==> config.mk <==
export PLATFORM = sky130hd
export DESIGN_NAME = count_seq_ctrl_flat
export DESIGN_NICKNAME = d
export VERILOG_FILES = /design/src/rtl/count_seq_ctrl_if.sv /design/src/rtl/count_seq_ctrl.sv /design/src/flat_wrapper.sv
export SDC_FILE = /design/constraint.sdc
export NUM_CORES = 1
export LEC_CHECK = 0
export ABC_CLOCK_PERIOD_IN_PS = 2400
export CAP_MARGIN = 40
export CELL_PAD_IN_SITES_DETAIL_PLACEMENT = 1
export CELL_PAD_IN_SITES_GLOBAL_PLACEMENT = 2
export CORE_ASPECT_RATIO = 0.75
export CORE_MARGIN = 10
export CORE_UTILIZATION = 25
export DETAILED_ROUTE_END_ITERATION = 8
export PLACE_DENSITY_LB_ADDON = 0.1
export SLEW_MARGIN = 20
export SYNTH_ARGS = -nofsm -noshare
export SYNTH_HDL_FRONTEND = slang
export SYNTH_SLANG_ARGS = --single-unit
==> constraint.sdc <==
create_clock -name clk -period 2.4 [get_ports clk]
set_clock_uncertainty 0.15 [all_clocks]
set_input_delay 0.6 -clock clk [delete_from_list [all_inputs] [get_ports clk]]
set_output_delay 0.6 -clock clk [all_outputs]
set_load 0.005 [all_outputs]
==> src/rtl/count_seq_ctrl_if.sv <==
// Control/config/status bundle between a sequencing master and count_seq_ctrl.
// Latency: none (wires only); the slave registers everything it drives.
// Backpressure: cfg_ready qualifies cfg_valid; start/stop/pause are unqualified levels.
interface count_seq_ctrl_if #(
    parameter int WIDTH = 4
);
    logic             start;
    logic             stop;
    logic             pause;
    logic             cfg_valid;
    logic [WIDTH-1:0] cfg_limit;
    logic             cfg_ready;
    logic [WIDTH-1:0] count;
    logic             busy;
    logic             done;
    logic [1:0]       state;

    // Control side: issues commands and limit writes, observes status.
    modport master (
        output start, stop, pause, cfg_valid, cfg_limit,
        input  cfg_ready, count, busy, done, state
    );

    // Controller side: owns the count register and publishes status.
    modport slave (
        input  start, stop, pause, cfg_valid, cfg_limit,
        output cfg_ready, count, busy, done, state
    );
endinterface

==> src/rtl/count_seq_ctrl.sv <==
// Sequences a WIDTH-bit up-counter from 0 to a programmed limit with start/stop/pause and a done pulse.
// Latency: start sampled at edge T gives count=k after T+k; done pulses after T+L+1; all outputs registered/state-decoded.
// Backpressure: cfg writes accepted only in IDLE/DONE (cfg_ready); define COUNT_SEQ_AUTO_RELOAD_EN to restart at the limit instead of entering DONE.
module count_seq_ctrl #(
    parameter int WIDTH = 4
) (
    input  logic            clk,
    input  logic            rst,
    count_seq_ctrl_if.slave bus
);

    typedef enum logic [1:0] {
        IDLE  = 2'd0,
        RUN   = 2'd1,
        PAUSE = 2'd2,
        DONE  = 2'd3
    } state_e;

    state_e           state_q;
    logic [WIDTH-1:0] count_q;
    logic [WIDTH-1:0] limit_q;
    logic             done_q;

    logic             cfg_ready_d;
    logic             cfg_wr_d;
    logic             at_limit_d;
    logic [WIDTH-1:0] count_inc_d;

    // Decode handshake and terminal conditions from registered state only.
    always_comb begin
        cfg_ready_d = (state_q == IDLE) || (state_q == DONE);
        cfg_wr_d    = bus.cfg_valid && cfg_ready_d;
        at_limit_d  = (count_q == limit_q);
        count_inc_d = count_q + 1'b1;
    end

    // Sequencer FSM: stop > pause > terminal > increment while running; done is a one-cycle pulse.
    always_ff @(posedge clk) begin
        if (rst) begin
            state_q <= IDLE;
            count_q <= '0;
            limit_q <= '1;
            done_q  <= 1'b0;
        end else begin
            done_q <= 1'b0;

            // A limit write and a start on the same edge both take effect;
            // the terminal check is only made from the next edge on, so the
            // new run sees the new limit.
            if (cfg_wr_d) begin
                limit_q <= bus.cfg_limit;
            end

            case (state_q)
                IDLE, DONE: begin
                    if (bus.stop) begin
                        state_q <= IDLE;
                        count_q <= '0;
                    end else if (bus.start) begin
                        state_q <= RUN;
                        count_q <= '0;
                    end
                end

                RUN: begin
                    if (bus.stop) begin
                        state_q <= IDLE;
                        count_q <= '0;
                    end else if (bus.pause) begin
                        state_q <= PAUSE;
                    end else if (at_limit_d) begin
                        done_q <= 1'b1;
`ifdef COUNT_SEQ_AUTO_RELOAD_EN
                        // Continuous mode: wrap to zero and keep running.
                        count_q <= '0;
`else
                        // Single-shot: park at the limit until restarted.
                        state_q <= DONE;
`endif
                    end else begin
                        // Cannot overflow: the terminal check above fires first.
                        count_q <= count_inc_d;
                    end
                end

                PAUSE: begin
                    if (bus.stop) begin
                        state_q <= IDLE;
                        count_q <= '0;
                    end else if (!bus.pause) begin
                        state_q <= RUN;
                    end
                end

                default: begin
                    state_q <= IDLE;
                    count_q <= '0;
                end
            endcase
        end
    end

    assign bus.state     = state_q;
    assign bus.count     = count_q;
    assign bus.done      = done_q;
    assign bus.busy      = (state_q == RUN) || (state_q == PAUSE);
    assign bus.cfg_ready = cfg_ready_d;

endmodule

==> src/flat_wrapper.sv <==
// flat-port wrapper written by rule: the top's interface ports become plain ports
module count_seq_ctrl_flat 
#(
    parameter int WIDTH = 4
)
  (clk, rst, bus_start, bus_stop, bus_pause, bus_cfg_valid, bus_cfg_limit, bus_cfg_ready, bus_count, bus_busy, bus_done, bus_state);
  count_seq_ctrl_if #(.WIDTH(WIDTH)) bus_i ();
  input  logic clk;
  input  logic rst;
  input wire logic [$bits(bus_i.start)-1:0] bus_start;
  input wire logic [$bits(bus_i.stop)-1:0] bus_stop;
  input wire logic [$bits(bus_i.pause)-1:0] bus_pause;
  input wire logic [$bits(bus_i.cfg_valid)-1:0] bus_cfg_valid;
  input wire logic [$bits(bus_i.cfg_limit)-1:0] bus_cfg_limit;
  output wire logic [$bits(bus_i.cfg_ready)-1:0] bus_cfg_ready;
  output wire logic [$bits(bus_i.count)-1:0] bus_count;
  output wire logic [$bits(bus_i.busy)-1:0] bus_busy;
  output wire logic [$bits(bus_i.done)-1:0] bus_done;
  output wire logic [$bits(bus_i.state)-1:0] bus_state;
  assign bus_i.start = bus_start;
  assign bus_i.stop = bus_stop;
  assign bus_i.pause = bus_pause;
  assign bus_i.cfg_valid = bus_cfg_valid;
  assign bus_i.cfg_limit = bus_cfg_limit;
  assign bus_cfg_ready = bus_i.cfg_ready;
  assign bus_count = bus_i.count;
  assign bus_busy = bus_i.busy;
  assign bus_done = bus_i.done;
  assign bus_state = bus_i.state;
  count_seq_ctrl #(.WIDTH(WIDTH)) u_core (.clk(clk), .rst(rst), .bus(bus_i));
endmodule
==> results of run 1 <==
[final timing paths]
path / from / end / slack [ns] / depth (start not counted)
hold / removal: u_core.limit_q[1] / u_core.limit_q[1] / 0.34 / 1
hold reg to reg: u_core.limit_q[1] / u_core.limit_q[1] / 0.34 / 1
setup / recovery: u_core.bus.state[0] / bus_busy / 0.09 / 4
setup reg to reg: u_core.bus.state[0] / u_core.bus.count[3] / 0.42 / 7
[placed cells by master (no fill, tap or decap)]
| cell type | synthesis | routed |
|---|---|---|
| clkdlybuf4s50_1 | 0 | 18 |
| nand2_1 | 10 | 10 |
| dfxtp_1 | 11 | 10 |
| inv_1 | 5 | 5 |
| and3_1 | 5 | 5 |
| xor2_1 | 4 | 4 |
| a211o_1 | 3 | 3 |
| a21o_1 | 3 | 3 |
| ha_1 | 3 | 3 |
| clkbuf_4 | 0 | 3 |
| nor2_1 | 2 | 2 |
| or2_2 | 2 | 2 |
| o22ai_1 | 2 | 2 |
| o221a_2 | 2 | 2 |
| nand4b_1 | 2 | 2 |
| a31oi_1 | 2 | 2 |
| buf_4 | 0 | 2 |
| o41a_1 | 1 | 1 |
| and2b_2 | 1 | 1 |
| nor3_1 | 1 | 1 |
| o21ba_2 | 1 | 1 |
| or3_1 | 1 | 1 |
| a211o_2 | 1 | 1 |
| or4_1 | 1 | 1 |
| a21oi_1 | 1 | 1 |
| nor4_1 | 1 | 1 |
| clkbuf_1 | 0 | 1 |
| dfxtp_2 | 0 | 1 |
[cells by family after synthesis]
logic type	after synthesis	share of synthesized area (%)
simple gates	26	23.99
compound gates	16	22.70
flops	11	37.69
buf+inv	5	3.212
xor+xnor	4	5.995
fa+ha+maj	3	6.425
[state kept, by name (all words and copies together) (netlist names)]
signal / count
u_core.bus.count: 4
u_core.bus.state: 2
u_core.limit_q: 4
u_core.bus.done: 1
[area by class of cell]
| cell class | count | area [sq um] |
|---|---|---|
| Tap cell | 34 | 42.54 |
| Multi-Input combinational cell | 49 | 345.3 |
| Timing Repair Buffer | 20 | 195.2 |
| Inverter | 5 | 18.77 |
| Sequential cell | 11 | 221.5 |
| Clock buffer | 4 | 26.28 |
| Fill cell | 259 | 1421 |
[power by group through the flow]
stage	combinational, mW	sequential, mW	clock, mW
after floorplan	0.0414	0.200	0
after global routing	0.0924	0.198	0.153
after detailed placement	0.0817	0.201	0
after CTS	0.0822	0.197	0.139
final	0.0827	0.197	0.133
after global placement	0.0822	0.201	0
[what timing repair did]
item	4_1_cts	5_1_grt
setup buffers	0	1
gates resized for setup	0	1
setup endpoints to repair	0	1
hold buffers	0	0
[per-layer routing]
layer	GRT usage, %	vias to the layer above	wire length [um]	share of wire [%]
li1	-	286	-	-
met1	9.910	253	818	49
met2	12.32	11	697	42
met3	4.762	3	150	8.9
met4	2.375	0	12	0.71
met5	0	-	0	0
[metrics by stage]
step / power, mW / hold slack, ns / setup WS [ns] / utilization [%] / std cells
after floorplan: 0.2413 / 0.3058 / 0.5672 / - / 65
after global placement: 0.2831 / 0.3237 / 0.2649 / 35.87 / 118
after detailed placement: 0.2827 / 0.3252 / 0.2412 / 35.87 / 118
after CTS: 0.4182 / 0.3430 / 0.02015 / 37.02 / 122
after global routing: 0.4431 / 0.3721 / 0.0005028 / 37.41 / 123
final: 0.4126 / 0.3382 / 0.08634 / 37.41 / 123
==> flow_metrics.env, run 1 <==
export IMPL_synth_seq_cells=11
export IMPL_wl_um=1679
export IMPL_initial_utilization_pct=25.73
export IMPL_overflow=0
export IMPL_max_stage_delay_ns=0.50
export IMPL_fmax_mhz=432.2
export IMPL_yosysSeqAreaShare_pct=37.69
export IMPL_syn_to_final_growth_pct=45.40
export IMPL_port_buffer_count=18
export IMPL_netlist_area_sq_um=584.3
export IMPL_switching_power_mw=0.1104
export IMPL_path_common_cell="inv_1"
export IMPL_coreArea_sq_um=2271
export IMPL_row_count=15
export IMPL_max_slew_margin_rel_pct=70.67
export IMPL_synth_cell_type_count=23
export IMPL_internal_power_mw=0.3022
export IMPL_worstMarginPinSlew_ns=0.4365
export IMPL_grt_antenna_before_repair=0
export IMPL_slew_viol_final=0
export IMPL_syn_avg_cell_area_sq_um=8.989
export IMPL_cpMaxStageDelayCell="clkdlybuf4s50_1"
export IMPL_place_congestion=0.6915
export IMPL_synth_most_common_cell="dfxtp_1"
export IMPL_cts_root_buf="clkbuf_4"
export IMPL_crit_fanout=4
export IMPL_cp_required_ns=1.65
export IMPL_finalSetupViolCount=0
export IMPL_period_minus_slack_ns=2.314
export IMPL_power_leakage_nw=0.3421
export IMPL_drtIter0Drc=16
export IMPL_p_per_area_nw_per_um2=485.7
export IMPL_ir_worst_vdd_uv=189.0
export IMPL_first_global_vias=603
export IMPL_h_tree_depth=1
export IMPL_path_clk_slew_ns=0.07
export IMPL_wl_per_cell_um=13.65
export IMPL_die_area_sq_um=4691
export IMPL_syn_nets=78
export IMPL_max_clock_path_buffers=2
export IMPL_ys_warn_count=0
export IMPL_period_share_pct=96.40
export IMPL_maxCapViolCount=0
export IMPL_swShare_pct=26.76
export IMPL_drive_gt1_share_pct=14.61
export IMPL_synth_edf_count=0
export IMPL_cts_tree="done"
export IMPL_clock_sinks=11
export IMPL_synthTopCellsByCount="dfxtp_1, nand2_1, and3_1, inv_1, xor2_1"
export IMPL_grt_pass1_wl_um=2898
export IMPL_synthCells=65
export IMPL_path_cells="inv_1 > ha_1 > inv_1 > clkdlybuf4s50_1"
export IMPL_nNetsFinal=103
export IMPL_vias_per_cell=4.496
export IMPL_worstSetupPathType="flip-flop to output pin"
export IMPL_async_reset_ff_share_pct=0
export IMPL_pin_count=19
export IMPL_ant_nets=0
export IMPL_comb_power_share_pct=20.0
export IMPL_synth_top_cell_area_share_pct=37.69
export IMPL_synth_top_cell_by_area="dfxtp_1"
export IMPL_seqPwrFrac_pct=47.7
export IMPL_track_usage_pct=8.287
export IMPL_cts_inserted_buffers=3
export IMPL_vias=553
export IMPL_arrival_ns=1.56
export IMPL_outcome="complete, no violations"
export IMPL_clk_latency_ns=0.28
export IMPL_dp_hpwl_um=1371
export IMPL_n_antenna_cell=0
export IMPL_ys_flop_type="dfxtp_1"
export IMPL_cp_start_kind="flip-flop"
export IMPL_critical_path_buf_inv_count=3
export IMPL_hold_viol=0
export IMPL_grt_max_degree=8
export IMPL_die_w_um=75.83
export IMPL_grt_setup_unrepaired="no"
export IMPL_die_height_um=61.87
export IMPL_placed_area_sq_um=814.5
export IMPL_fin_tns_setup_ns=0
export IMPL_drtPass1Iterations=4
export IMPL_clockPowerShare_pct=32.3
export IMPL_fin_area_sq_um=849.6
export IMPL_hold_class="flip-flop to flip-flop"
export IMPL_ys_top_cells_by_area="dfxtp_1, ha_1, nand2_1, xor2_1, and3_1"
export IMPL_route_detailed_drc=0
export IMPL_endpoint_kind="output pin"
export IMPL_crit_family="buffers and inverters"
(Power assumes the default switching activity.)
==> run 2: changes to the inputs <==
--- a/config.mk
+++ b/config.mk
@@ -5,13 +5,13 @@
 export SDC_FILE = /design/constraint.sdc
 export NUM_CORES = 1
 export LEC_CHECK = 0
-export ABC_CLOCK_PERIOD_IN_PS = 2400
+export ABC_CLOCK_PERIOD_IN_PS = 2100
 export CAP_MARGIN = 40
 export CELL_PAD_IN_SITES_DETAIL_PLACEMENT = 1
 export CELL_PAD_IN_SITES_GLOBAL_PLACEMENT = 2
 export CORE_ASPECT_RATIO = 0.75
 export CORE_MARGIN = 10
-export CORE_UTILIZATION = 25
+export CORE_UTILIZATION = 22
 export DETAILED_ROUTE_END_ITERATION = 8
 export PLACE_DENSITY_LB_ADDON = 0.1
 export SLEW_MARGIN = 20
==> constraint.sdc (replaced) <==
create_clock -name clk -period 2.1 [get_ports clk]
set_clock_uncertainty 0.15 [all_clocks]
set_input_delay 0.525 -clock clk [delete_from_list [all_inputs] [get_ports clk]]
set_output_delay 0.525 -clock clk [all_outputs]
set_load 0.005 [all_outputs]
==> run 2 against run 1 <==
  * Die area increased by 9.5%
  * Combinational power increased by 18%
  * Sequential power increased by 14%
  * Clock-buffer cell count unchanged
  * Register-to-register slack got worse by 0.07 ns
  * Design area increased by 3.2%
  * Worst setup slack improved by 0.064 ns
  * Wire length increased by 6.7%
  * Via count increased by 6.1%
  * Global-route usage decreased by 0.39 points
  * Total power increased by 14%
  * Highest routed layer unchanged
==> flow_metrics.env, run 2 (synthesized netlist as in run 1, its figures left out) <==
export IMPL_outcome="complete, no violations"
export IMPL_vias_per_cell=4.622
export IMPL_hold_viol=0
export IMPL_fin_area_sq_um=877.1
export IMPL_drtIter0Drc=42
export IMPL_clk_latency_ns=0.27
export IMPL_grt_util_met1_pct=10.45
export IMPL_place_congestion=0.7264
export IMPL_grt_max_degree=8
export IMPL_fin_tns_setup_ns=0
export IMPL_clock_sinks=11
export IMPL_p_per_area_nw_per_um2=534.9
export IMPL_worstSetupPathType="flip-flop to output pin"
export IMPL_path_clk_slew_ns=0.07
export IMPL_coreArea_sq_um=2582
export IMPL_overflow=0
export IMPL_die_height_um=64.63
export IMPL_dp_hpwl_um=1490
export IMPL_syn_to_final_growth_pct=50.11
export IMPL_power_total_mw=0.4691
export IMPL_grt_busiest_layer="met2"
export IMPL_track_usage_pct=7.892
export IMPL_met3_usage_pct=4.408
export IMPL_grt_pass1_wl_um=3194
export IMPL_endpoint_kind="output pin"
export IMPL_initial_utilization_pct=22.63
export IMPL_drtPass1Iterations=4
export IMPL_cpMaxStageDelayCell="clkdlybuf4s50_1"
export IMPL_final_util_pct=33.96
export IMPL_crit_fanout=6
export IMPL_arrival_ns=1.27
export IMPL_die_area_sq_um=5139
export IMPL_max_stage_delay_ns=0.55
export IMPL_slew_viol_final=0
export IMPL_cts_inserted_buffers=3
export IMPL_drive_gt1_share_pct=17.58
export IMPL_grt_antenna_before_repair=0
export IMPL_period_share_pct=92.82
export IMPL_maxCapViolCount=0
export IMPL_vias=587
export IMPL_ant_nets=0
export IMPL_n_antenna_cell=0
export IMPL_post_place_ws_ns=0.006496
export IMPL_cts_tree="done"
export IMPL_placed_area_sq_um=839.6
export IMPL_first_global_vias=611
export IMPL_row_count=16
export IMPL_wl_um=1791
export IMPL_grt_use_met2_pct=10.58
export IMPL_post_cts_buffers=0
export IMPL_finalSetupViolCount=0
export IMPL_pin_count=19
export IMPL_hold_class="flip-flop to flip-flop"
export IMPL_period_minus_slack_ns=1.949
export IMPL_max_clock_path_buffers=2
export IMPL_grt_setup_unrepaired="no"
export IMPL_nNetsFinal=105
export IMPL_port_buffer_count=18
export IMPL_h_tree_depth=1
export IMPL_fin_ws_ns=0.1507
export IMPL_final_common_cell="clkdlybuf4s50_1"
export IMPL_hold_buffers=0
export IMPL_fmax_mhz=513.0
export IMPL_power_leakage_nw=0.3554
export IMPL_path_cells="clkdlybuf4s50_1"
export IMPL_max_slew_margin_rel_pct=74.62
export IMPL_crit_family="buffers and inverters"
export IMPL_die_w_um=79.51
export IMPL_critical_path_buf_inv_count=1
export IMPL_worstMarginPinSlew_ns=0.3793
export IMPL_cts_root_buf="clkbuf_4"
export IMPL_cp_required_ns=1.42
export IMPL_ir_worst_vdd_uv=183.8
export IMPL_wl_per_cell_um=14.10
export IMPL_final_cell_mix="clkdlybuf4s50_1, nand2_1, dfxtp_1"
export IMPL_cp_start_kind="flip-flop"
export IMPL_route_detailed_drc=0
## run 2: cell types whose count changed in the layout (fill, tap and decap cells not counted), sizes merged
cell and change:
dlygate4sd2 +2, clkdlybuf4s50 -2, buf +2
## run 2: what timing repair did
action                                  CTS  global route
endpoints found under the hold margin     0             0
endpoints found under the setup margin    2             0
gates resized for setup                   4             0
## run 2: layer usage
layer	wire [um]	part of all wire, %	vias to the layer above
li1	-	-	293
met5	0	0	-
met4	11	0.61	0
met2	750	42	10
met3	116	6.5	3
met1	912	51	281
## run 2: per-stage QoR
step,cells,hold WS [ns]
4_1_cts,127,0.3447
2_1_floorplan,65,0.3058
3_3_place_gp,123,0.3254
5_1_grt,127,0.3618
6_report,127,0.3387
3_5_place_dp,123,0.3293
## run 2: final timing paths
kind,slack (ns),startpoint,cells past startpoint,end
worst min-delay path,0.34,u_core.limit_q[2],1,u_core.limit_q[2]
worst max register to register,0.35,u_core.bus.state[0],7,u_core.bus.count[3]
worst min register to register,0.34,u_core.limit_q[2],1,u_core.limit_q[2]
worst max-delay path,0.15,u_core.bus.count[0],1,bus_count[0]
## run 2: layout make-up
class,count,area (sq um)
timing repair buffer,22,207.7
sequential,11,221.5
multi-input combinational,49,357.8
fill,304,1705
clock buffer,4,26.28
tap,36,45.04
inverter,5,18.77
## run 2: report_power, final
| part | switching, mW | leakage (nW) | internal [mW] | total [mW] |
|---|---|---|---|---|
| clock network | 0.0725 | 0.0150 | 0.0737 | 0.146 |
| registers | 0.00708 | 0.0903 | 0.218 | 0.225 |
| logic | 0.0422 | 0.250 | 0.0555 | 0.0977 |
==> run 3: changes to the inputs <==
--- a/config.mk
+++ b/config.mk
@@ -14,6 +14,7 @@
 export CORE_UTILIZATION = 22
 export DETAILED_ROUTE_END_ITERATION = 8
 export PLACE_DENSITY_LB_ADDON = 0.1
+export SKIP_CTS_REPAIR_TIMING = 1
 export SLEW_MARGIN = 20
 export SYNTH_ARGS = -nofsm -noshare
 export SYNTH_HDL_FRONTEND = slang
==> run 3 against run 2 <==
  * Maximum frequency is essentially flat
  * Via count shrank 0.68%
  * Cell count is the same
  * Global-route usage is 0.085 points lower
  * Die area is the same
  * Critical endpoint unchanged
==> flow_metrics.env, run 3 (synthesized netlist as in run 1, its figures left out) <==
export IMPL_fin_ws_ns=0.1505
export IMPL_drtPass1Iterations=3
export IMPL_cts_tree="done"
export IMPL_n_antenna_cell=0
export IMPL_die_area_sq_um=5139
export IMPL_route_detailed_drc=0
export IMPL_grt_max_degree=8
export IMPL_dp_hpwl_um=1490
export IMPL_slew_viol_final=0
export IMPL_port_buffer_count=18
export IMPL_ant_nets=0
export IMPL_max_clock_path_buffers=2
export IMPL_wl_per_cell_um=14.12
export IMPL_die_height_um=64.63
export IMPL_coreArea_sq_um=2582
export IMPL_track_usage_pct=7.807
export IMPL_max_slew_margin_rel_pct=74.62
export IMPL_grt_pass1_wl_um=3153
export IMPL_critical_path_buf_inv_count=1
export IMPL_drtIter0Drc=42
export IMPL_hold_viol=0
export IMPL_crit_fanout=6
export IMPL_final_common_cell="clkdlybuf4s50_1"
export IMPL_clock_sinks=11
export IMPL_instances_no_fill=127
export IMPL_cp_required_ns=1.42
export IMPL_final_cell_mix="clkdlybuf4s50_1, nand2_1, dfxtp_1"
export IMPL_cts_inserted_buffers=3
export IMPL_wl_um=1793
export IMPL_max_stage_delay_ns=0.55
export IMPL_arrival_ns=1.27
export IMPL_finalSetupViolCount=0
export IMPL_fin_area_sq_um=885.9
export IMPL_row_count=16
export IMPL_place_congestion=0.7264
export IMPL_die_w_um=79.51
export IMPL_ir_worst_vdd_uv=184.3
export IMPL_period_minus_slack_ns=1.950
export IMPL_fmax_mhz=513.0
export IMPL_initial_utilization_pct=22.63
export IMPL_p_per_area_nw_per_um2=531.4
export IMPL_maxCapViolCount=0
export IMPL_nNetsFinal=105
export IMPL_cts_root_buf="clkbuf_4"
export IMPL_path_cells="clkdlybuf4s50_1"
export IMPL_drive_gt1_share_pct=18.68
export IMPL_cp_start_kind="flip-flop"
export IMPL_first_global_vias=613
export IMPL_worstMarginPinSlew_ns=0.3793
export IMPL_post_place_ws_ns=0.006496
export IMPL_period_share_pct=92.83
export IMPL_grt_setup_unrepaired="no"
export IMPL_hold_class="flip-flop to flip-flop"
export IMPL_cpMaxStageDelayCell="clkdlybuf4s50_1"
export IMPL_vias_per_cell=4.591
export IMPL_dp_cells=123
export IMPL_path_clk_slew_ns=0.07
export IMPL_worstSetupPathType="flip-flop to output pin"
export IMPL_crit_family="buffers and inverters"
export IMPL_overflow=0
export IMPL_endpoint_kind="output pin"
export IMPL_outcome="complete, no violations"
export IMPL_grt_antenna_before_repair=0
export IMPL_placed_area_sq_um=839.6
export IMPL_vias=583
export IMPL_pin_count=19
export IMPL_syn_to_final_growth_pct=51.61
export IMPL_clk_latency_ns=0.27
export IMPL_power_leakage_nw=0.3715
export IMPL_h_tree_depth=1
-- run 3: cell count changes in the layout (fill, tap and decap cells not counted) --
| cell | before | now |
|---|---|---|
| dlygate4sd2_1 | 2 | 0 |
| dlymetal6s2s_1 | 0 | 2 |
| dfxtp_1 | 10 | 9 |
| dfxtp_2 | 1 | 2 |
-- run 3: worst paths after layout --
check,start,slack (ns),cells after the start,endpoint
max,u_core.bus.count[0],0.15,1,bus_count[0]
min,u_core.limit_q[2],0.34,1,u_core.limit_q[2]
max reg2reg,u_core.bus.state[0],0.36,7,u_core.bus.count[3]
min reg2reg,u_core.limit_q[2],0.34,1,u_core.limit_q[2]
-- run 3: through the flow --
step | TNS, ns | power, mW | utilization (%) | hold slack (ns)
final | 0 | 0.4708 | 34.30 | 0.3387
after global routing | 0 | 0.5067 | 34.30 | 0.3618
after CTS | -0.3735 | 0.4778 | 33.53 | 0.3447
after detailed placement | 0 | 0.3286 | 32.51 | 0.3293
after global placement | 0 | 0.3286 | 32.51 | 0.3254
after floorplan | 0 | 0.2758 | - | 0.3058
-- run 3: layer usage --
layer	up-vias	share of wire, %	track usage, %
met5	-	0	0
met4	0	0.61	2.009
met3	3	6.5	4.408
met2	10	42	10.58
met1	277	51	10.22
li1	293	-	-
-- run 3: final cells by class --
cell class                      count  area, sq um
Tap cell                           36        45.04
Fill cell                         303         1697
Inverter                            5        18.77
Timing Repair Buffer               22        215.2
Sequential cell                    11        222.7
Multi-Input combinational cell     49        357.8
Clock buffer                        4        26.28
-- run 3: where the power goes --
| part | internal [mW] | total [mW] | switching, mW |
|---|---|---|---|
| logic | 0.0570 | 0.0993 | 0.0422 |
| clock network | 0.0737 | 0.146 | 0.0725 |
| registers | 0.218 | 0.225 | 0.00708 |
